### config.mk
export PLATFORM = sky130hd
export DESIGN_NAME = mc_ctrl
export DESIGN_NICKNAME = d
export VERILOG_FILES = /design/src/rtl/mc_ctrl.sv
export SDC_FILE = /design/constraint.sdc
export NUM_CORES = 1
export LEC_CHECK = 0
export BUFFER_PORTS_ARGS = -buffer_cell sky130_fd_sc_hd__buf_2
export CAP_MARGIN = 15
export CORE_ASPECT_RATIO = 1.75
export CORE_UTILIZATION = 50
export CTS_CLUSTER_DIAMETER = 200
export CTS_CLUSTER_SIZE = 28
export DETAILED_ROUTE_END_ITERATION = 12
export HOLD_SLACK_MARGIN = 0.1
export PLACE_DENSITY = 0.75
export SLEW_MARGIN = 40
export SYNTH_ARGS = -nofsm -noshare
export SYNTH_HDL_FRONTEND = slang
export SYNTH_SLANG_ARGS = --single-unit
export TNS_END_PERCENT = 20
### constraint.sdc
create_clock -name clk -period 2.2 [get_ports clk]
set_clock_uncertainty 0.1 [all_clocks]
set_input_delay 0.11 -clock clk [delete_from_list [all_inputs] [get_ports clk]]
set_output_delay 0.11 -clock clk [all_outputs]
set_load 0.02 [all_outputs]
### src/rtl/mc_ctrl.sv
// Multi-cycle control FSM: sequences FETCH/DECODE/EXEC/MEM/WB and drives datapath strobes.
// Latency: NOP 2, ADD/SUB 4, SW 3+n, LW 4+n cycles per instruction (n = MEM cycles, n >= 1).
// Backpressure: MEM stalls with its strobe held until mem_ready is sampled high; nothing else stalls.
//
// Ports:
//   clk, rst_n        clock (rising edge) and asynchronous active-low reset
//   start             level request to leave IDLE; looked at only in IDLE
//   op_code, func     instruction fields from the IR; must be stable through the DECODE edge
//   mem_ready         data-memory acknowledge; looked at only in MEM
//   pc_we, ir_we      PC / IR write enables (FETCH only)
//   alu_sub           ALU subtract select (EXEC of SUB)
//   rf_we, wb_sel     register-file write enable and write-back source (WB only)
//   dm_re, dm_we      data-memory read / write strobes (MEM only)
//   busy              high outside IDLE and HALT
//   illegal           sticky: an unsupported instruction reached DECODE
//   instr_count       retired-instruction counter, wraps at 2^16
module mc_ctrl (
    input  logic        clk,
    input  logic        rst_n,
    input  logic        start,
    input  logic [5:0]  op_code,
    input  logic [5:0]  func,
    input  logic        mem_ready,
    output logic        pc_we,
    output logic        ir_we,
    output logic        alu_sub,
    output logic        rf_we,
    output logic        dm_re,
    output logic        dm_we,
    output logic        wb_sel,
    output logic        busy,
    output logic        illegal,
    output logic [15:0] instr_count
);

    typedef enum logic [2:0] {
        S_IDLE   = 3'd0,
        S_FETCH  = 3'd1,
        S_DECODE = 3'd2,
        S_EXEC   = 3'd3,
        S_MEM    = 3'd4,
        S_WB     = 3'd5,
        S_HALT   = 3'd6
    } state_t;

    typedef enum logic [2:0] {
        C_NOP = 3'd0,
        C_ADD = 3'd1,
        C_SUB = 3'd2,
        C_LW  = 3'd3,
        C_SW  = 3'd4,
        C_ILL = 3'd5
    } cls_t;

    localparam logic [5:0] OP_RTYPE = 6'b000000;
    localparam logic [5:0] OP_LW    = 6'b100011;
    localparam logic [5:0] OP_SW    = 6'b101011;
    localparam logic [5:0] FN_NOP   = 6'b000000;
    localparam logic [5:0] FN_ADD   = 6'b100000;
    localparam logic [5:0] FN_SUB   = 6'b100010;

    state_t      state_q;
    state_t      state_d;
    cls_t        cls_q;
    cls_t        cls_d;
    cls_t        dec_cls;
    logic        retire;
    logic        ill_set;
    logic [15:0] count_q;

    // Instruction classification from the live IR fields. Only consumed in
    // DECODE; afterwards the latched class alone steers the FSM and outputs,
    // so later changes on op_code/func cannot disturb the instruction.
    always_comb begin
        dec_cls = C_ILL;
        if (op_code == OP_RTYPE) begin
            case (func)
                FN_NOP:  dec_cls = C_NOP;
                FN_ADD:  dec_cls = C_ADD;
                FN_SUB:  dec_cls = C_SUB;
                default: dec_cls = C_ILL;
            endcase
        end else if (op_code == OP_LW) begin
            dec_cls = C_LW;
        end else if (op_code == OP_SW) begin
            dec_cls = C_SW;
        end
    end

    // Next-state, retire and Moore output decode.
    always_comb begin
        state_d = state_q;
        cls_d   = cls_q;
        retire  = 1'b0;
        ill_set = 1'b0;
        pc_we   = 1'b0;
        ir_we   = 1'b0;
        alu_sub = 1'b0;
        rf_we   = 1'b0;
        dm_re   = 1'b0;
        dm_we   = 1'b0;
        wb_sel  = 1'b0;
        busy    = 1'b0;

        case (state_q)
            S_IDLE: begin
                if (start) begin
                    state_d = S_FETCH;
                end
            end

            S_FETCH: begin
                pc_we   = 1'b1;
                ir_we   = 1'b1;
                busy    = 1'b1;
                state_d = S_DECODE;
            end

            S_DECODE: begin
                busy  = 1'b1;
                cls_d = dec_cls;
                case (dec_cls)
                    C_NOP: begin
                        retire  = 1'b1;
                        state_d = S_FETCH;
                    end
                    C_ILL: begin
                        ill_set = 1'b1;
                        state_d = S_HALT;
                    end
                    default: state_d = S_EXEC;
                endcase
            end

            S_EXEC: begin
                busy    = 1'b1;
                // Loads and stores use the adder for address generation.
                alu_sub = (cls_q == C_SUB);
                if (cls_q == C_LW || cls_q == C_SW) begin
                    state_d = S_MEM;
                end else begin
                    state_d = S_WB;
                end
            end

            S_MEM: begin
                busy  = 1'b1;
                dm_re = (cls_q == C_LW);
                dm_we = (cls_q == C_SW);
                if (mem_ready) begin
                    if (cls_q == C_LW) begin
                        state_d = S_WB;
                    end else begin
                        // Stores have nothing to write back.
                        retire  = 1'b1;
                        state_d = S_FETCH;
                    end
                end
            end

            S_WB: begin
                busy    = 1'b1;
                rf_we   = 1'b1;
                wb_sel  = (cls_q == C_LW);
                retire  = 1'b1;
                state_d = S_FETCH;
            end

            S_HALT: begin
                // Only reset leaves HALT.
                state_d = S_HALT;
            end

            default: begin
                // Encoding 3'd7 is never entered legitimately; recover to IDLE.
                state_d = S_IDLE;
            end
        endcase
    end

    always_ff @(posedge clk or negedge rst_n) begin
        if (!rst_n) begin
            state_q <= S_IDLE;
            cls_q   <= C_NOP;
            illegal <= 1'b0;
            count_q <= 16'h0000;
        end else begin
            state_q <= state_d;
            cls_q   <= cls_d;
            if (ill_set) begin
                illegal <= 1'b1;
            end
            if (retire) begin
                count_q <= count_q + 16'h0001;
            end
        end
    end

    assign instr_count = count_q;

endmodule
Word level (Yosys, flattened, before mapping)
Cells that the tools add are included.

Bits in registers: 23. Input bits: 16. Output and inout bits: 25. Word-level logic and storage cells: 51.

Eq/ne operators: 16. Add/subtract/negate cells: 1. Muxes and demuxes: 23. Reductions and logical operators: 7.

Operators with widths (count): 6-bit equality test (second input constant) (4); 3-bit one-hot mux with 7 select lines (1); 16-bit by 1-bit adder with 16-bit output (second input constant) (1); 3-bit equality test (second input constant) (5); 3-bit 2-to-1 mux (5); 1-bit 2-to-1 mux (14); 3-bit by 2-bit equality test with 1-bit output (second input constant) (4); 6-bit logical NOT (2); 3-bit one-hot mux with 3 select lines (1); 3-bit logical NOT (2); 3-bit one-hot mux with 2 select lines (1); 5-bit OR reduction (1); 2-bit inequality test (second input constant) (2); 3-bit by 1-bit equality test with 1-bit output (second input constant) (1); 1-bit one-hot mux with 3 select lines (1); 2-bit AND reduction (1); 1-bit logical OR (1).

Longest topological paths before layout
Word-level depth: 7. Depth in mapped cells: 7. Mapped depth without buffers: 5.

Worst setup path before layout
No wires, ideal clock.

Path type: register -> register. Start point: reg cls_q[2]. End point: reg count_q[1] (netlist: instr_count[1]). Path slack: 0.490 ns. Required time: 1.972 ns. Path buffers: 1. Period minus slack after synthesis: 1.710 ns. Cell stages (with the launch flop): 6. Arrival: 1.483 ns. Library setup time: 0.128 ns. Cells stage by stage: dfrtp_1 nor4bb_1 nor3_1 a31oi_4 buf_6 mux2_1.

Cells in the longest elaborated chain, start to end: 4.

RTL lines: from (decl) (RTL line 64) `cls_t cls_q;`; from (signal assigned) (RTL line 189) `cls_q <= cls_d;`; 3-bit by 2-bit equality test with 1-bit output (RTL line 151) `if (cls_q == C_LW) begin`; 1-bit 2-to-1 mux (RTL line 151); 1-bit 2-to-1 mux (RTL line 150) `if (mem_ready) begin`; 1-bit one-hot mux with 3 select lines (RTL line 105) `case (state_q)`; to (signal assigned) (RTL line 194) `count_q <= count_q + 16'h0001;`; to (decl) (RTL line 69) `logic [15:0] count_q;`.

Every way passes these cells. A chain may end at the register's enable or synchronous reset.

Worst setup path after layout
Start point: reg state_q[2]. End point: reg count_q[1] (netlist: instr_count[1]).

Cells in the longest elaborated chain, start to end: 2. Elaborated cells on any way between the ends: 4. Those cells by class: 3 x eq/ne; 1 x mux.

RTL lines: from (decl) (RTL line 62) `state_t state_q;`; from (signal assigned) (RTL line 188) `state_q <= state_d;`; 3-bit equality test / 3-bit by 2-bit equality test with 1-bit output (equally long branches) (RTL line 105); 1-bit one-hot mux with 3 select lines * (RTL line 105).

Every way passes the cells marked *; elsewhere a longest branch is shown, timed or not.

==> impl_metrics.env <==
export IMPL_reg2reg_to="instr_count[1]$_DFFE_PN0P_"
export IMPL_synth_area_leaders="dfrtp_1, xor2_1, nor2_1, nand2_1, nor4b_2"
export IMPL_yosys_warnings=0
export IMPL_post_synth_top_area_fraction=0.4352
export IMPL_die_h_um=70.04
export IMPL_nets=195
export IMPL_synthesis_area_um2=1323
export IMPL_drive_above_1_share=0.3333
export IMPL_period_share=0.9253
export IMPL_slew_headroom=0.6315
export IMPL_hold_viol=0
export IMPL_cp_top_family="compound AO/OA/AOI/OAI gates"
export IMPL_grt_max_degree=24
export IMPL_ff2ff_setup_slack_ps=160
export IMPL_drtIter0Drc=32
export IMPL_fin_cells=203
export IMPL_diodes=0
export IMPL_hold_class="input port to register"
export IMPL_port_buffers=40
export IMPL_drv_slew=0
export IMPL_die_w_um=40.88
export IMPL_antenna_found_initial=0
export IMPL_dp_hpwl_um=2120
export IMPL_gr_total_overflow=0
export IMPL_dr_total_vias=1161
export IMPL_drt_wl_total_um=2774
export IMPL_fmax_mhz=491.3
export IMPL_grt_use_met2=0.3837
export IMPL_drv_cap=0
export IMPL_ios=41
export IMPL_required_ps=2250
export IMPL_min_period_ps=2036
export IMPL_ant_nets=0
export IMPL_grt_util_met1=0.2117
export IMPL_critPathLaunchType="register"
export IMPL_firstDrtPassIters=4
export IMPL_ys_async_sr_fraction=1.000
export IMPL_avgRoutedWirePerCell_um=13.67
export IMPL_h_tree_depth=1
export IMPL_clockBufferDepth=2
export IMPL_start_util=0.5306
export IMPL_final_common_cell="buf_2"
export IMPL_path_buf_inv=0
export IMPL_grt_pass1_vias=1106
export IMPL_worst_pin_slew_ps=552.7
export IMPL_cts_tree="built"
export IMPL_slowest_stage="dfrtp_1"
export IMPL_leakage_nw=0.7882
export IMPL_met3_usage=0.02222
export IMPL_hold_end="cls_q[0]$_DFFE_PN0P_"
export IMPL_cp_end_kind="register"
export IMPL_crit_type="register to register"
export IMPL_yosysTopAreaCell="dfrtp_1"
export IMPL_coreArea_um2=2492
export IMPL_synth_edff_count=0
export IMPL_clock_sinks=23
export IMPL_syn2layout_area_growth_pct=20.44
export IMPL_final_cell_mix="buf_2, dfrtp_1, nor2_1, xor2_1, nand2_1"
export IMPL_max_stage_delay_ps=560
export IMPL_reg2reg_from="state_q[2]$_DFFE_PN0P_"
export IMPL_ys_types=39
export IMPL_tns_ps=0
export IMPL_top_usage_layer="met2"
export IMPL_status="complete, no violations"
export IMPL_grt_pass1_wl_um=4416
export IMPL_syn_num_nets=153
export IMPL_rows=24
export IMPL_hold_buffers=2
export IMPL_synthCells=136
export IMPL_dp_cells=197
export IMPL_cts_setup_buffers=0
export IMPL_numCtsBuffers=3
export IMPL_die_area_um2=2863
export IMPL_place_area_um2=1526
export IMPL_cts_root_buf="clkbuf_8"
export IMPL_path_cells="nor2_1 -> a41o_1 -> a31oi_4 -> mux2_1"
export IMPL_setup_violations=0
export IMPL_power_density_nw_per_um2=1121
export IMPL_holdPathStages=4
export IMPL_vias_per_cell=5.719
export IMPL_final_area_um2=1593
export IMPL_clk_pin_slew_ps=80
export IMPL_syn_area_per_cell_um2=9.724
export IMPL_cts_resized=0
export IMPL_ys_seq_area_frac=0.4352
export IMPL_ff2ff_path_depth=4
export IMPL_gp_congestion=0.7727
export IMPL_ir_worst_vdd_v=0.0007647
export IMPL_clk_latency_ps=260
export IMPL_drc_errors=0
export IMPL_hp_start="op_code[3]"
export IMPL_worst_path_max_fanout=16
export IMPL_synth_seq_cells=23
export IMPL_synthFlopType="dfrtp_1"
export IMPL_grt_use_total=0.2122
export IMPL_arrival_ps=2080
export IMPL_grt_setup_unrepaired="no"
export IMPL_power_total_mw=1.785
[worst reg2reg max path: stages (launching register included)]
cell	delay (ps)
dfrtp_1	560
nor2_1	90
a41o_1	290
a31oi_4	510
mux2_1	380
[per-layer routing]
| layer | part of all wire | vias up |
|---|---|---|
| li1 | - | 555 |
| met1 | 0.40 | 555 |
| met2 | 0.54 | 45 |
| met3 | 0.039 | 6 |
| met4 | 0.024 | 0 |
| met5 | 0 | - |
[how the worst max path moves through the flow]
| stage | from | to | slack, ps | depth (start not counted) |
|---|---|---|---|---|
| after floorplan | cls_q[2]$_DFFE_PN0P_ | instr_count[1]$_DFFE_PN0P_ | 490 | 5 |
| after global placement | state_q[2]$_DFFE_PN0P_ | instr_count[1]$_DFFE_PN0P_ | 250 | 4 |
| after detailed placement | state_q[2]$_DFFE_PN0P_ | instr_count[1]$_DFFE_PN0P_ | 190 | 4 |
| after CTS | state_q[2]$_DFFE_PN0P_ | instr_count[1]$_DFFE_PN0P_ | 160 | 4 |
| after global routing | state_q[2]$_DFFE_PN0P_ | instr_count[1]$_DFFE_PN0P_ | 60 | 4 |
| final | state_q[2]$_DFFE_PN0P_ | instr_count[1]$_DFFE_PN0P_ | 160 | 4 |
[registers in the layout, indices dropped and copies added (netlist names)]
signal	cells
cls_q	3
illegal	1
instr_count	16
state_q	3
[report_power, final]
group | internal (mW) | switching [mW] | total, mW
Combinational | 0.310 | 0.482 | 0.792
Sequential | 0.549 | 0.183 | 0.733
Clock | 0.126 | 0.134 | 0.260
[Yosys cell counts (2+ instances only)]
cell	number
nor3_2	3
nor4_1	2
clkbuf_1	2
dfrtp_1	23
buf_2	2
or2_2	4
nand3_1	6
nor2_1	15
nand4_1	2
xnor2_1	2
nor4b_2	3
xor2_1	14
inv_1	3
nand2b_1	4
a21oi_1	6
nand2_1	12
nor3_1	7
o21ai_0	5
[final cells by class]
class / instances / area [um^2]
fill: 228 / 899.6
sequential: 23 / 575.6
tap: 26 / 32.53
timing repair buffer: 43 / 227.7
clock buffer: 3 / 41.29
inverter: 3 / 11.26
multi-input combinational: 104 / 699.4
clock inverter: 1 / 5.005
[stage by stage]
step	setup slack [ps]	hold slack [ps]	utilization
final	164.4	107.7	0.6391
after global routing	62.49	112.3	0.6391
after CTS	159.8	102.3	0.6391
after detailed placement	188.1	14.46	0.6125
after global placement	247.4	12.72	0.6125
after floorplan	489.8	-285.6	-
[logic make-up after synthesis]
family          after synthesis  synth area share
flops                        23            0.4352
buf+inv                       9           0.03595
simple gates                 67            0.3037
fa+ha+maj                     1          0.009459
compound gates               18           0.09367
xor+xnor                     16            0.1060
mux                           2           0.01608
Note: power is estimated with default switching activity, not from simulation.
